## config.mk

```make
export PLATFORM = sky130hd
export DESIGN_NAME = instr_fetch_unit
export DESIGN_NICKNAME = d
export VERILOG_FILES = /design/src/rtl/mips_pkg.sv /design/src/rtl/instr_fetch_unit_next_pc_sel.sv /design/src/rtl/instr_fetch_unit.sv
export SDC_FILE = /design/constraint.sdc
export NUM_CORES = 1
export LEC_CHECK = 0
export BUFFER_PORTS_ARGS = -buffer_cell sky130_fd_sc_hd__clkbuf_2
export CAP_MARGIN = 20
export CORE_AREA = 2 2 133 135
export DETAILED_ROUTE_END_ITERATION = 6
export DIE_AREA = 0 0 135 137
export GPL_ROUTABILITY_DRIVEN = 0
export PLACE_DENSITY_LB_ADDON = 0.05
export SLEW_MARGIN = 20
export SYNTH_ARGS = -nofsm -noshare
export SYNTH_HDL_FRONTEND = slang
export SYNTH_HIERARCHICAL = 1
export SYNTH_SLANG_ARGS = --single-unit
```

## constraint.sdc

```tcl
create_clock -name clk -period 3.65 [get_ports clk]
set_input_delay 0.5475 -clock clk [delete_from_list [all_inputs] [get_ports clk]]
set_output_delay 0.5475 -clock clk [all_outputs]
set_load 0.05 [all_outputs]
```

## src/rtl/mips_pkg.sv

```systemverilog
// mips_pkg: fetch-state encoding, opcode constants and PC width shared by the fetch stage.
package mips_pkg;
    localparam int PC_W = 32;
    typedef enum logic [1:0] {REQ = 2'd0, WAIT = 2'd1, EXEC = 2'd2} fetch_state_t;
    localparam logic [5:0] RTYPE = 6'h00, J = 6'h02, JAL = 6'h03, BEQ = 6'h04;
    localparam logic [5:0] ADDI = 6'h08, SLTI = 6'h0a, LW = 6'h23, SW = 6'h2b;
    // func field value under RTYPE
    localparam logic [5:0] JR = 6'h08;
    function automatic logic [PC_W-1:0] br_offset(input logic [15:0] imm);
        return {{14{imm[15]}}, imm, 2'b00};
    endfunction
endpackage

```

## src/rtl/instr_fetch_unit_next_pc_sel.sv

```systemverilog
// next_pc_sel: sequential/branch adders and the jr > jump > branch > sequential PC mux.
module next_pc_sel
    import mips_pkg::*;
(
    input  logic [PC_W-1:0] pc,
    input  logic [25:0]     idx,
    input  logic [PC_W-1:0] rs_data,
    input  logic            branch,
    input  logic            jump,
    input  logic            jr,
    input  logic            zero,
    output logic [PC_W-1:0] pc_plus4,
    output logic [PC_W-1:0] next_pc
);
    assign pc_plus4 = pc + 32'd4;
    always_comb
        next_pc = jr              ? rs_data & ~32'h3 :
                  jump            ? {pc_plus4[31:28], idx, 2'b00} :
                  (branch & zero) ? pc_plus4 + br_offset(idx[15:0]) :
                                    pc_plus4;
endmodule

```

## src/rtl/instr_fetch_unit.sv

```systemverilog
// instr_fetch_unit: PC/IR owner, imem handshake and retire counter; FETCH_TIMEOUT_EN adds a sticky
// WAIT timeout that retries the same pc.
module instr_fetch_unit
    import mips_pkg::*;
#(
    parameter logic [PC_W-1:0] RESET_PC = 32'h0000_0000
`ifdef FETCH_TIMEOUT_EN
    , parameter int TIMEOUT = 16
`endif
)(
    input  logic            clk,
    input  logic            rst,
    output logic            imem_req,
    output logic [PC_W-1:0] imem_addr,
    input  logic            imem_ready,
    input  logic [31:0]     imem_rdata,
    input  logic            stall,
    input  logic            Branch,
    input  logic            jump,
    input  logic            jr,
    input  logic            zero,
    input  logic [PC_W-1:0] rs_data,
    output logic [PC_W-1:0] pc,
    output logic [PC_W-1:0] pc_plus4,
    output logic [31:0]     instr,
    output logic [5:0]      opc,
    output logic [5:0]      func,
    output logic            instr_valid,
    output logic [31:0]     retired,
    output logic            fetch_err
);
    fetch_state_t state;
    logic [PC_W-1:0] next_pc;
    logic drop, to_hit, accept;

    next_pc_sel u_sel (
        .pc(pc), .idx(instr[25:0]), .rs_data(rs_data), .branch(Branch), .jump(jump),
        .jr(jr), .zero(zero), .pc_plus4(pc_plus4), .next_pc(next_pc)
    );

    assign imem_addr = pc;
    assign opc = instr[31:26];
    assign func = instr[5:0];
    // rst term makes the request drop immediately rather than at the next edge
    assign imem_req = !rst && state != EXEC && !drop;
    assign instr_valid = state == EXEC;
    assign accept = imem_req && imem_ready;

`ifdef FETCH_TIMEOUT_EN
    logic [7:0] wcnt;
    assign to_hit = state == WAIT && !imem_ready && wcnt == 8'(TIMEOUT - 1);
    always_ff @(posedge clk or posedge rst)
        if (rst) begin
            wcnt <= '0;
            drop <= 1'b0;
            fetch_err <= 1'b0;
        end else begin
            wcnt <= state == WAIT ? wcnt + 8'd1 : '0;
            drop <= to_hit;
            if (to_hit) fetch_err <= 1'b1;
        end
`else
    assign to_hit = 1'b0;
    assign drop = 1'b0;
    assign fetch_err = 1'b0;
`endif

    always_ff @(posedge clk or posedge rst)
        if (rst) begin
            state <= REQ;
            pc <= RESET_PC;
            instr <= '0;
            retired <= '0;
        end else if (accept) begin
            instr <= imem_rdata;
            state <= EXEC;
        end else if (to_hit) begin
            state <= REQ;
        end else if (state == REQ && !drop) begin
            state <= WAIT;
        end else if (state == EXEC && !stall) begin
            pc <= next_pc;
            retired <= retired + 32'd1;
            state <= REQ;
        end
endmodule

```

==> results by stage, run 1 <==
Status:
- The flow ran to the end, but the final reports show violations.
- The checks that failed: setup timing.

Timing:
- At the pin with the least slew margin, the transition time is 0.877 ns.
- The count of final hold-check violations is 0.
- Static timing analysis puts the maximum clock frequency at 274 MHz.
- Summed over all failing endpoints, the final setup total negative slack is -0.00571 ns.
- The share of the clock period used by the worst path after layout is 100%.
- Subtracting the final worst setup slack from the clock period gives 3.66 ns.
- Setup repair after global routing could not meet its margin everywhere.
- The count of endpoints failing setup in the final report is 1.
- The number of pins with negative max-slew slack in the final report is 0.
- Across all setup checks in the final design, the least slack found is -0.00571 ns.
- Headroom to the max-slew limit came out at 41.5%.
- The final-layout worst hold slack is 0.324 ns.
- Clock skew on the completed layout was measured at 0.0168 ns.

Worst setup path:
- The slowest stage cell on the critical path is sky130_fd_sc_hd__or4_4.
- The capture point of the worst path is imem_addr[29].
- The type of element capturing the critical path is a flop.
- The signal on the critical path passes through ha_4 -> inv_2 -> or4_4 -> xnor2_4 -> ha_4 -> a21o_1 -> o21bai_4 -> a2111oi_4 -> and3_4 -> nor4b_4 -> buf_4 -> or3_1 -> nand3_1 -> a2bb2oi_1 -> nand2_1 -> nand2_1.
- Data arrives at the worst endpoint at 3.91 ns.
- In this run the worst path has a maximum fanout of 5.
- Grouping stages by cell kind, the critical path spends the most delay in simple AND/OR/NAND/NOR gates.
- The worst register-to-register path has a depth of 16.
- The worst setup path is launched from a flop.
- The endpoint identified for the worst register-to-register timing path is imem_addr[29].
- The startpoint identified for the worst register-to-register timing path is imem_addr[2].
- The setup slack of the most critical reg-to-reg path is -0.006 ns.
- For the worst setup path, the data required time is 3.90 ns.
- The launch point of the critical path is imem_addr[2].
- In this design, the stage delay of the slowest critical-path cell is 0.63 ns.
- The critical path in this run is classified as flop to flop.
- The number of buffer and inverter stages on the critical path is 2.
- The cell count along the critical path is 16.

Synthesis:
- The synthesized flop and latch total is 98.
- The library cell with the largest summed area after synthesis is sky130_fd_sc_hd__dfrtp_1.
- In this run, distinct cell masters in the synthesized netlist total 78.
- The mean area per synthesized cell is 8.59 um^2.
- After synthesis, the cell types taking the most area are sky130_fd_sc_hd__dfrtp_1 33%, sky130_fd_sc_hd__nand2_1 8.2%, sky130_fd_sc_hd__ha_1 6.1%.
- The sequential share of the synthesized area is 32.6%.
- The flip-flop cell with the highest count after synthesis is sky130_fd_sc_hd__dfrtp_1.
- The area share of the leading cell type in the synthesized netlist is 32.6%.
- Counting every net in the synthesized netlist gives 986.
- The total of warnings raised by yosys is 6.
- The async set or reset register ratio after synthesis is 100%.
- The most common cell in the synthesized netlist is sky130_fd_sc_hd__nand2_1.
- Ranked by instance count, the synthesized netlist is headed by 165 x sky130_fd_sc_hd__nand2_1, 98 x sky130_fd_sc_hd__dfrtp_1, 47 x sky130_fd_sc_hd__buf_4, 43 x sky130_fd_sc_hd__xnor2_1.
- The number of enable flip-flop cells after synthesis is 0.
- Synthesis produced a netlist whose cell count is 876.
- Summing every instance area after synthesis gives 7530 um^2.

CTS:
- The tree is rooted in a sky130_fd_sc_hd__clkbuf_16.
- The clock sink count is 98.
- The TritonCTS buffer count is 9.
- The clock tree from TritonCTS is yes.
- For the worst-skew pair, the clock arrives at the later sink with an insertion delay of 0.36 ns.
- After clock tree synthesis, the clock-pin slew on the worst setup and hold paths is 0.08 ns.
- In this run, post-CTS hold repair placed 0 buffers.
- In this run the deepest clock path goes through 2 buffers.
- CTS built an H-tree with a depth of 3.

Cells and area:
- The finished cells cover 10000 um^2.
- The final-stage net count is 1247.
- The synthesis-to-layout area growth is 32.9%.
- In the final layout, the share of cells above drive strength 1 is 41.9%.
- For this run, the share of the core covered by cells in the final layout is 58.7%.
- After filler insertion, the fill cell instance count of the layout stands at 1603.
- The count of inserted antenna diode cells is 0.
- For this run, the number of standard cells in the final layout without fillers is 1367.

Die:
- Once the floorplan was initialized, standard cells occupied 44.1% of the core.
- The total area inside the core boundary comes to 17100 um^2.
- During I/O placement, the number of pins put on the boundary was 247.
- The vertical extent of the die is 137 um.
- The width of the chip is 135 um.
- The total die area is 18500 um^2.
- Row generation in the floorplan step produced 48 rows.

Routing:
- The number of antenna-violating nets in the routed design is 0.
- In this run, the number of DRC markers left after iteration 0 of detailed routing was 431.
- After detailed routing, the number of remaining DRC violations is 0.
- Across all layers, the routed design uses 7401 vias.
- The detailed-route wire length is 24400 um.
- Dividing the detail-routed wire length by the instance count gives 17.9 um.
- The total routed wire length on the met1 layer is 11000 um.
- The highest metal layer carrying signal wires in the routed design is met5.
- Using the TritonRoute via totals, the vias-per-cell ratio works out to 5.41.
- Summed over all nets, wire length on met2 after detailed routing comes to 11600 um.
- The number of iterations in the first detailed-routing pass is 5.
- Summed over all nets, wire length on met3 after detailed routing comes to 1480 um.

Power:
- The share of total power dissipated in combinational logic is 73.8%.
- Net switching is 57.6% of the power.
- Sequential cells burn 17.4% of the power.
- The power per cell area is 1090 nW/um^2.
- In this run the power spent charging and discharging nets is 6300 uW.
- Cell internal power was estimated by the tool at 4630 uW.
- The maximum VDD drop is 0.000801 V.
- The share of total power dissipated in the clock network is 8.8%.
- The static leakage power is 0.00500 uW.

Placed design:
- The cell count after placement is 1346.
- The total placed instance area is 9520 um^2.
- The count of buffers from port buffering is 243.
- Summed over all nets, the half-perimeter wirelength after detailed placement is 18500 um.

Global routing:
- The maximum number of pins on one net before global-route repair is 60.
- The number of antenna violations at the first check in global routing is 2.
- The first-pass GRT wire length is 38100 um.
- The total routing usage reported by global routing is 26.6%.
- The total overflow left after global routing is 0.
- The via count of the first global-routing pass is 7016.

Run:
- The reported max-cap violation count is 0.

Hold path:
- The worst hold path class is primary input to asynchronous set/reset pin.
## power groups by stage
stage,clock (uW),combinational (uW),sequential [uW]
3_3_place_gp,0,7740,1920
4_1_cts,988,7810,1900
6_report,963,8060,1900
5_1_grt,1030,8610,1960
3_5_place_dp,0,7780,1920
2_1_floorplan,0,4700,3130
## registers in the layout, summed over array words and instances, names as in the netlist
signal     count
state          2
retired       32
imem_addr     32
instr         32
## cells in the final DEF (no fill, tap or decap), drive strengths merged, types with 26 or more instances in the layout
cell      n
o21ai    27
nand3    32
clkbuf  253
xor2     26
nor2     40
a21oi    38
buf      88
xnor2    44
mux2     34
ha       37
dfrtp    98
nand2   165
## cell families (layout without fill, tap and decap cells)
logic type,after synthesis,in the layout,share of synthesized area [%]
adders and majority gates,38,38,6.42
other,1,1,0.0498
and+or+nand+nor,372,372,25.4
xor gates and xnor gates,70,70,8.24
AOI/OAI and AO/OA,158,158,13.9
DFF,98,98,32.6
buffers and inverters,98,364,7.46
muxes,41,41,6.02
## worst register-to-register path: stages, from the launching register on
cell and delay, ns:
sky130_fd_sc_hd__dfrtp_2 0.43, sky130_fd_sc_hd__ha_4 0.17, sky130_fd_sc_hd__inv_2 0.04, sky130_fd_sc_hd__or4_4 0.63, sky130_fd_sc_hd__xnor2_4 0.22, sky130_fd_sc_hd__ha_4 0.24
sky130_fd_sc_hd__a21o_1 0.19, sky130_fd_sc_hd__o21bai_4 0.19, sky130_fd_sc_hd__a2111oi_4 0.36, sky130_fd_sc_hd__and3_4 0.26, sky130_fd_sc_hd__nor4b_4 0.06, sky130_fd_sc_hd__buf_4 0.14
sky130_fd_sc_hd__or3_1 0.35, sky130_fd_sc_hd__nand3_1 0.10, sky130_fd_sc_hd__a2bb2oi_1 0.07, sky130_fd_sc_hd__nand2_1 0.06, sky130_fd_sc_hd__nand2_1 0.05
## cell type report
class	instances	area [um^2]	share of cell area, %
Multi-Input combinational cell	680	5010	50.1
Clock buffer	10	229	2.29
Clock inverter	6	50.0	0.500
Timing Repair Buffer	331	1890	18.9
Sequential cell	98	2480	24.7
Tap cell	225	282	2.81
Inverter	17	66.3	0.663
## metal layers
layer	vias to the layer above	GRT usage (%)
met2	243	43.5
met1	3552	36.1
met3	28	4.96
met4	2	7.41
li1	3576	-
met5	-	0
## metrics by stage
stage | total power [uW] | worst slack, ns
after floorplan | 7830 | -0.230
after global placement | 9650 | -0.00606
after detailed placement | 9700 | 0.0148
after global routing | 11600 | -0.101
after CTS | 10700 | 0.00102
final | 10900 | -0.00571
## worst min path at each step
stage / start / to / slack (ns) / cells after the start
after global placement: retired[31] / retired[31] / 0.46 / 1
after floorplan: state[1] / state[1] / 0.54 / 1
final: rst / instr[21] / 0.32 / 2
after global routing: rst / imem_addr[25] / 0.40 / 2
after CTS: rst / imem_addr[25] / 0.34 / 2
after detailed placement: retired[31] / retired[31] / 0.46 / 1
## timing repair
item / CTS / global route
resized for setup: 1 / 32
pin swaps: 0 / 25
endpoints found under the setup margin: 1 / 12
setup buffers: 0 / 5
(Power assumes the default switching activity.)
==> run 2: changes to the inputs <==
--- a/config.mk
+++ b/config.mk
@@ -10,2 +10,3 @@
 export CORE_AREA = 2 2 133 135
+export CTS_CLUSTER_SIZE = 30
 export DETAILED_ROUTE_END_ITERATION = 6
==> constraint.sdc (replaced) <==
create_clock -name clk -period 3.65 [get_ports clk]
set_input_delay 0.365 -clock clk [delete_from_list [all_inputs] [get_ports clk]]
set_output_delay 0.365 -clock clk [all_outputs]
set_load 0.05 [all_outputs]
==> run 2 against run 1 <==
The flow now finishes without violations. Sequential share of layout area decreased by 0.077 points. Worst hold slack got worse by 0.18 ns. Flip-flop and latch count unchanged. Register-to-register slack improved by 0.11 ns. Non-clock buffer count decreased by 1. Wire length decreased by 2.8%. Largest cell class unchanged. Highest routed layer is now met4.
==> results by stage, run 2 (synthesis results as in run 1) <==
Status:
- Result of the run: finished clean (was finished, violations left).

Worst setup path:
- The classification of the worst setup path is flop to flop (unchanged).
- Cell-by-cell trace of the critical path: ha_4 -> inv_2 -> or4_4 -> xnor2_4 -> ha_4 -> a21o_1 -> o21bai_4 -> a2111oi_4 -> and3_4 -> nor4b_4 -> buf_4 -> or3_1 -> nand3_1 -> a2bb2oi_1 -> nand2_1 -> nand2_1 (unchanged).
- The capture instance of the worst register-to-register path is imem_addr[29] (unchanged).
- The worst reg-to-reg path cell count is 16 (unchanged).
- The nature of the critical path startpoint is a flop (unchanged).
- The required time reported for the critical path endpoint is 3.90 ns (about the same).
- The largest stage delay on the critical path was 0.61 ns (was 0.63 ns).
- The slowest stage cell on the critical path is sky130_fd_sc_hd__or4_4 (unchanged).
- The type of element capturing the critical path is a flop (unchanged).
- The arrival time at the worst endpoint was 3.80 ns (was 3.91 ns).
- The worst-path maximum fanout is 5 (unchanged).
- The setup slack of the most critical reg-to-reg path is 0.10 ns (was -0.006 ns).
- The launching point of the worst reg2reg path is imem_addr[3] (was imem_addr[2]).

Power:
- The maximum VDD drop is 0.000889 V (was 0.000801 V).
- The post-layout total power was 11000 uW (was 10900 uW).
- The static leakage power came to 0.00503 uW (was 0.00500 uW).
- The sequential power share is 17.4% (about the same).
- The net switching power figure came to 6290 uW (was 6300 uW).
- The relative contribution of combinational cells to total power is 73.0% (was 73.8%).
- The power per cell area is 1090 nW/um^2 (about the same).
- The internal cell power is 4670 uW (was 4630 uW).
- The power share of the clock group is 9.6% (was 8.8%).
- The switching power share of the total is 57.4% (was 57.6%).

Die:
- The count of pins on the block boundary is 247 (unchanged).
- The width of the chip came to 135 um (unchanged).
- The total die area is 18500 um^2 (unchanged).
- The initial core utilization is 44.1% (unchanged).
- The cell row count is 48 (unchanged).
- The placeable core region came to 17100 um^2 (unchanged).
- The vertical extent of the die came to 137 um (unchanged).

Cells and area:
- The final cell count without fillers is 1367 (unchanged).
- The most common cell after layout, fill and taps aside is sky130_fd_sc_hd__clkbuf_2 (unchanged).
- Leading cell types in the layout, fill and taps excluded: 243 x sky130_fd_sc_hd__clkbuf_2, 163 x sky130_fd_sc_hd__nand2_1, 87 x sky130_fd_sc_hd__buf_4, 79 x sky130_fd_sc_hd__dfrtp_1, 36 x sky130_fd_sc_hd__nor2_1 (was 243 x sky130_fd_sc_hd__clkbuf_2, 163 x sky130_fd_sc_hd__nand2_1, 86 x sky130_fd_sc_hd__buf_4, 79 x sky130_fd_sc_hd__dfrtp_1, 37 x sky130_fd_sc_hd__nor2_1).
- The final-stage net count was 1246 (was 1247).
- The fraction of layout cells with a size suffix above 1 came to 41.7% (was 41.9%).
- The synthesis-to-layout area growth is 33.3% (was 32.9%).

Timing:
- The slack of the critical path is 0.100 ns (was -0.00571 ns).
- The number of pins with negative max-slew slack in the final report is 0 (unchanged).
- The count of endpoints failing setup in the final report is 0 (was 1).
- The worst slew slack as a fraction of its limit is 42.7% (was 41.5%).
- The share of the clock period used by the worst path after layout came to 97.3% (was 100%).
- Unrepaired setup endpoints after global routing: true (unchanged).
- The count of final hold-check violations is 0 (unchanged).
- The summed negative setup slack over all endpoints came to 0 ns (was -0.00571 ns).
- The slew of the pin with the lowest slew margin is 0.859 ns (was 0.877 ns).
- The clock skew is 0.0100 ns (was 0.0168 ns).
- The post-route minimum period is 3.55 ns (was 3.66 ns).
- The maximum clock frequency came to 282 MHz (was 274 MHz).

Global routing:
- The number of antenna violations at the first check in global routing was 2 (unchanged).
- The total routing usage reported by global routing came to 25.8% (was 26.6%).
- The via count of the first global-routing pass is 6991 (was 7016).
- The global route total overflow is 0 (unchanged).
- The first-pass GRT wire length is 37200 um (was 38100 um).
- The maximum number of pins on one net before global-route repair came to 80 (was 60).

Routing:
- The violation count after the first detailed-routing iteration is 515 (was 431).
- The post-detailed-route DRC marker count is 0 (unchanged).
- The post-detailed-route wirelength per cell is 17.4 um (was 17.9 um).
- The number of vias per cell is 5.36 (was 5.41).
- The detailed-route wire length was 23800 um (was 24400 um).
- The number of antenna-violating nets in the routed design is 0 (unchanged).
- The count of vias placed by the detailed router was 7330 (was 7401).
- The number of iterations in the first detailed-routing pass is 5 (unchanged).

Placed design:
- The post-DP HPWL was 17900 um (was 18500 um).
- The count of buffers from port buffering is 243 (unchanged).
- The cell count after placement is 1346 (unchanged).
- The worst setup slack after placement is 0.0351 ns (was 0.0148 ns).

CTS:
- The TritonCTS buffer count is 9 (unchanged).
- The maximum root-to-sink buffer count came to 2 (unchanged).
- The clock sink count is 98 (unchanged).
- The CTS H-tree depth is 3 (unchanged).
- The clock tree from TritonCTS is yes (unchanged).
- The clock input transition at the sequential cells of the worst setup and hold paths is 0.08 ns (about the same).
- The clock root buffer master is sky130_fd_sc_hd__clkbuf_16 (unchanged).
- The clock insertion delay at the later pin of the skew report is 0.36 ns (about the same).
- The number of hold buffers added after CTS was 0 (unchanged).

Hold path:
- The worst hold path class is primary input to asynchronous set/reset pin (unchanged).

Run:
- The reported max-cap violation count was 0 (unchanged).
[run 2: timing repair]
action                                 CTS  global route
endpoints found under the hold margin    0             0
setup endpoints to repair                0            10
resized for setup                        0            32
buffers inserted                         0             4
[run 2: worst max path at each step]
stage / startpoint / end / slack [ns] / cells after the start
final: imem_addr[3] / imem_addr[29] / 0.10 / 16
after global routing: imem_addr[3] / imem_addr[29] / -0.06 / 16
after CTS: imem_addr[5] / imem_addr[31] / 0.004 / 15
after detailed placement: imem_addr[5] / imem_addr[31] / 0.04 / 15
after global placement: imem_addr[5] / imem_addr[31] / 0.04 / 15
after floorplan: imem_addr[4] / imem_addr[25] / -0.23 / 14
[run 2: layer usage]
layer  global-route usage (%)  part of all wire, %  vias up  wire [um]
li1                         -                    -     3581          -
met1                     34.3                   44     3473      10500
met5                        0                    0        -          0
met4                     7.00                  1.5        0        352
met3                     5.11                  6.3       24       1490
met2                     43.0                   48      252      11400
[run 2: power by group through the flow]
stage / clock network [uW] / registers (uW) / logic [uW]
after floorplan: 0 / 3130 / 4700
after global placement: 0 / 1920 / 7740
after detailed placement: 0 / 1920 / 7750
after CTS: 1070 / 1900 / 7780
after global routing: 1110 / 1970 / 8540
final: 1050 / 1910 / 8000
[run 2: critical path: cells and delay by family, from the launching register on]
family / cells / cell delay [ns]
AO/OA/AOI/OAI: 4 / 0.79
XOR/XNOR: 1 / 0.21
adder cells (fa/ha/maj): 2 / 0.40
buffers and inverters: 2 / 0.17
flip-flops: 1 / 0.41
AND/OR/NAND/NOR: 7 / 1.47
[run 2: final cells by class]
cell class	count	area, um^2
sequential	98	2480
clock buffer	9	225
timing repair buffer	330	1870
inverter	17	68.8
clock inverter	7	96.3
tap	225	282
multi-input combinational	680	5020
fill	1613	7020
antenna	1	2.50
[run 2: stage by stage]
step | instance area [um^2] | util [%] | hold slack, ns
after floorplan | 7890 | - | 0.517
after global placement | 9510 | 55.8 | 0.459
after detailed placement | 9510 | 55.8 | 0.458
after CTS | 9830 | 57.7 | 0.221
after global routing | 10000 | 58.8 | 0.219
final | 10000 | 58.8 | 0.143
==> run 3: changes to the inputs <==
Settings changed: CELL_PAD_IN_SITES_DETAIL_PLACEMENT from default to 1, CELL_PAD_IN_SITES_GLOBAL_PLACEMENT from default to 1, CORE_AREA 2 2 133 135 to 2 2 152 154, DIE_AREA 0 0 135 137 to 0 0 154 156.
==> run 3 against run 2 <==
Sequential share of layout area is 0.99 points lower. Maximum frequency is 0.37% lower. Wire length is 18% higher. Largest power group unchanged. Clock-buffer cell count stayed put. Setup slack worse by 0.013 ns. Power is 4.7% higher. Cell count is 6.9% higher. Core utilization is 12 points lower. Critical path depth is 1 lower. Die area is 30% higher.
==> results by stage, run 3 (synthesis results as in run 1) <==
Routing:
- The post-detailed-route DRC marker count was 0 (unchanged).
- The number of antenna-violating nets in the routed design came to 0 (unchanged).
- The detailed-route wire length is 28100 um (was 23800 um).
- The number of vias per cell came to 5.18 (was 5.36).
- The post-detailed-route wirelength per cell is 19.2 um (was 17.4 um).
- The count of vias placed by the detailed router is 7566 (was 7330).
- The violation count after the first detailed-routing iteration is 285 (was 515).
- The number of iterations in the first detailed-routing pass was 4 (was 5).

Placed design:
- The count of buffers from port buffering is 243 (unchanged).
- The post-DP HPWL was 21500 um (was 17900 um).
- The total placed instance area is 9800 um^2 (was 9510 um^2).

Die:
- The cell row count is 55 (was 48).
- The vertical extent of the die is 156 um (was 137 um).
- The count of pins on the block boundary is 247 (unchanged).
- The total die area was 24000 um^2 (was 18500 um^2).
- The initial core utilization came to 33.7% (was 44.1%).
- The placeable core region was 22400 um^2 (was 17100 um^2).
- The width of the chip is 154 um (was 135 um).

Run:
- The reported max-cap violation count is 0 (unchanged).

Timing:
- The post-route minimum period is 3.56 ns (was 3.55 ns).
- The count of endpoints failing setup in the final report is 0 (unchanged).
- The maximum clock frequency is 281 MHz (was 282 MHz).
- The clock skew was 0.0105 ns (was 0.0100 ns).
- The slew of the pin with the lowest slew margin is 1.01 ns (was 0.859 ns).
- The share of the clock period used by the worst path after layout was 97.6% (was 97.3%).
- The number of pins with negative max-slew slack in the final report is 0 (unchanged).
- The worst slew slack as a fraction of its limit was 32.6% (was 42.7%).
- The count of final hold-check violations is 0 (unchanged).
- Unrepaired setup endpoints after global routing: true (unchanged).

Worst setup path:
- The setup slack of the most critical reg-to-reg path is 0.09 ns (was 0.10 ns).
- The worst-path maximum fanout was 5 (unchanged).
- The launching point of the worst reg2reg path is imem_addr[12] (was imem_addr[3]).
- The nature of the critical path startpoint is a flop (unchanged).
- The capture instance of the worst register-to-register path is imem_addr[29] (unchanged).
- The classification of the worst setup path was flop to flop (unchanged).
- The required time reported for the critical path endpoint is 3.91 ns (was 3.90 ns).
- The worst reg-to-reg path cell count is 15 (was 16).
- The type of element capturing the critical path was a flop (unchanged).
- The arrival time at the worst endpoint is 3.83 ns (was 3.80 ns).

Power:
- The maximum VDD drop is 0.000827 V (was 0.000889 V).
- The static leakage power is 0.00520 uW (was 0.00503 uW).
- The power per cell area is 1100 nW/um^2 (was 1090 nW/um^2).

Cells and area:
- The fill cell instance count of the final layout is 2667 (was 1613).
- The final design instance area without fill is 10500 um^2 (was 10000 um^2).
- The fraction of layout cells with a size suffix above 1 was 44.4% (was 41.7%).
- The synthesis-to-layout area growth is 38.9% (was 33.3%).
- The final-stage net count came to 1280 (was 1246).
- Leading cell types in the layout, fill and taps excluded: 243 x sky130_fd_sc_hd__clkbuf_2, 162 x sky130_fd_sc_hd__nand2_1, 120 x sky130_fd_sc_hd__buf_4, 79 x sky130_fd_sc_hd__dfrtp_1, 36 x sky130_fd_sc_hd__nor2_1 (was 243 x sky130_fd_sc_hd__clkbuf_2, 163 x sky130_fd_sc_hd__nand2_1, 87 x sky130_fd_sc_hd__buf_4, 79 x sky130_fd_sc_hd__dfrtp_1, 36 x sky130_fd_sc_hd__nor2_1).
- The most common cell after layout, fill and taps aside is sky130_fd_sc_hd__clkbuf_2 (unchanged).
- The share of the core filled with cells in the final layout is 46.8% (was 58.8%).

CTS:
- The maximum root-to-sink buffer count is 2 (unchanged).
- The clock root buffer master is sky130_fd_sc_hd__clkbuf_16 (unchanged).
- The clock tree from TritonCTS is yes (unchanged).
- The CTS H-tree depth is 3 (unchanged).
- The clock insertion delay at the later pin of the skew report is 0.37 ns (was 0.36 ns).
- The clock input transition at the sequential cells of the worst setup and hold paths was 0.09 ns (was 0.08 ns).
- The TritonCTS buffer count is 9 (unchanged).
- The clock sink count is 98 (unchanged).

Global routing:
- The global route total overflow is 0 (unchanged).
- The first-pass GRT wire length is 44000 um (was 37200 um).
- The via count of the first global-routing pass is 7872 (was 6991).
- The total routing usage reported by global routing was 23.5% (was 25.8%).
- The number of antenna violations at the first check in global routing is 1 (was 2).
- The maximum number of pins on one net before global-route repair was 60 (was 80).

Hold path:
- The worst hold path class is primary input to asynchronous set/reset pin (unchanged).

Status:
- Result of the run: finished clean (unchanged).
==> run 3: changes by cell type in the layout (fill, tap and decap cells not counted), moves of 2 or more <==
cell,previous run,this run
sky130_fd_sc_hd__nor3_2,2,0
sky130_fd_sc_hd__nand3_1,30,27
sky130_fd_sc_hd__o21ai_0,18,16
sky130_fd_sc_hd__o21ai_1,7,9
sky130_fd_sc_hd__ha_4,5,7
sky130_fd_sc_hd__nand3_2,2,5
sky130_fd_sc_hd__ha_2,2,0
sky130_fd_sc_hd__buf_4,87,120
==> run 3: routing by layer <==
metal	vias up	part of all wire (%)	track usage (%)
met5	-	0	0
met4	0	1.0	4.49
met3	18	4.8	3.86
met2	175	49	41.3
met1	3717	45	30.6
li1	3656	-	-
==> run 3: worst max path at each step <==
stage | from | end | cells after the start
6_report | imem_addr[12] | imem_addr[29] | 15
5_1_grt | imem_addr[12] | imem_addr[30] | 15
4_1_cts | imem_addr[2] | imem_addr[30] | 16
3_5_place_dp | imem_addr[7] | imem_addr[31] | 17
3_3_place_gp | imem_addr[7] | imem_addr[28] | 16
2_1_floorplan | imem_addr[4] | imem_addr[25] | 14
==> run 3: layout make-up <==
cell class / count / area, um^2 / area share, %
sequential: 98 / 2480 / 23.7
antenna: 1 / 2.50 / 0.0239
timing repair buffer: 364 / 2140 / 20.4
clock buffer: 9 / 225 / 2.15
tap: 285 / 357 / 3.41
clock inverter: 7 / 76.3 / 0.730
multi-input combinational: 680 / 5120 / 48.9
inverter: 17 / 66.3 / 0.634
==> run 3: critical path: stages (launching register included) <==
cell and delay (ns):
sky130_fd_sc_hd__dfrtp_2 0.37, sky130_fd_sc_hd__nand4_1 0.16, sky130_fd_sc_hd__or4_4 0.66, sky130_fd_sc_hd__xnor2_4 0.24, sky130_fd_sc_hd__ha_4 0.25, sky130_fd_sc_hd__a21o_1 0.19, sky130_fd_sc_hd__o21bai_4 0.18, sky130_fd_sc_hd__a2111oi_4 0.31
sky130_fd_sc_hd__and3_4 0.28, sky130_fd_sc_hd__nor4b_4 0.06, sky130_fd_sc_hd__buf_4 0.15, sky130_fd_sc_hd__or3_4 0.36, sky130_fd_sc_hd__nand3_2 0.08, sky130_fd_sc_hd__a2bb2oi_1 0.06, sky130_fd_sc_hd__nand2_1 0.06, sky130_fd_sc_hd__nand2_1 0.04
==> run 3: stage by stage <==
step | worst slack, ns | total power, uW | TNS (ns) | std cells | hold WS, ns
after floorplan | -0.230 | 7830 | -1.71 | 876 | 0.517
after global placement | -0.00169 | 10000 | -0.00169 | 1433 | 0.463
after detailed placement | -0.0871 | 10100 | -0.169 | 1433 | 0.472
after CTS | -0.0284 | 11200 | -0.0521 | 1450 | 0.0791
after global routing | -0.0452 | 12300 | -0.195 | 1460 | 0.112
final | 0.0870 | 11500 | 0 | 1461 | 0.0613
==> run 3: what timing repair did <==
action | CTS | global route
hold buffers | 0 | 0
pin swaps | 4 | 34
buffers inserted | 1 | 10
setup endpoints to repair | 5 | 13
resized for setup | 11 | 41
==> run 3: report_power, final <==
part           internal [uW]  switching (uW)  total, uW
Clock                    490             531       1020
Sequential              1450             440       1890
Combinational           2970            5590       8560
Total                   4910            6560      11500
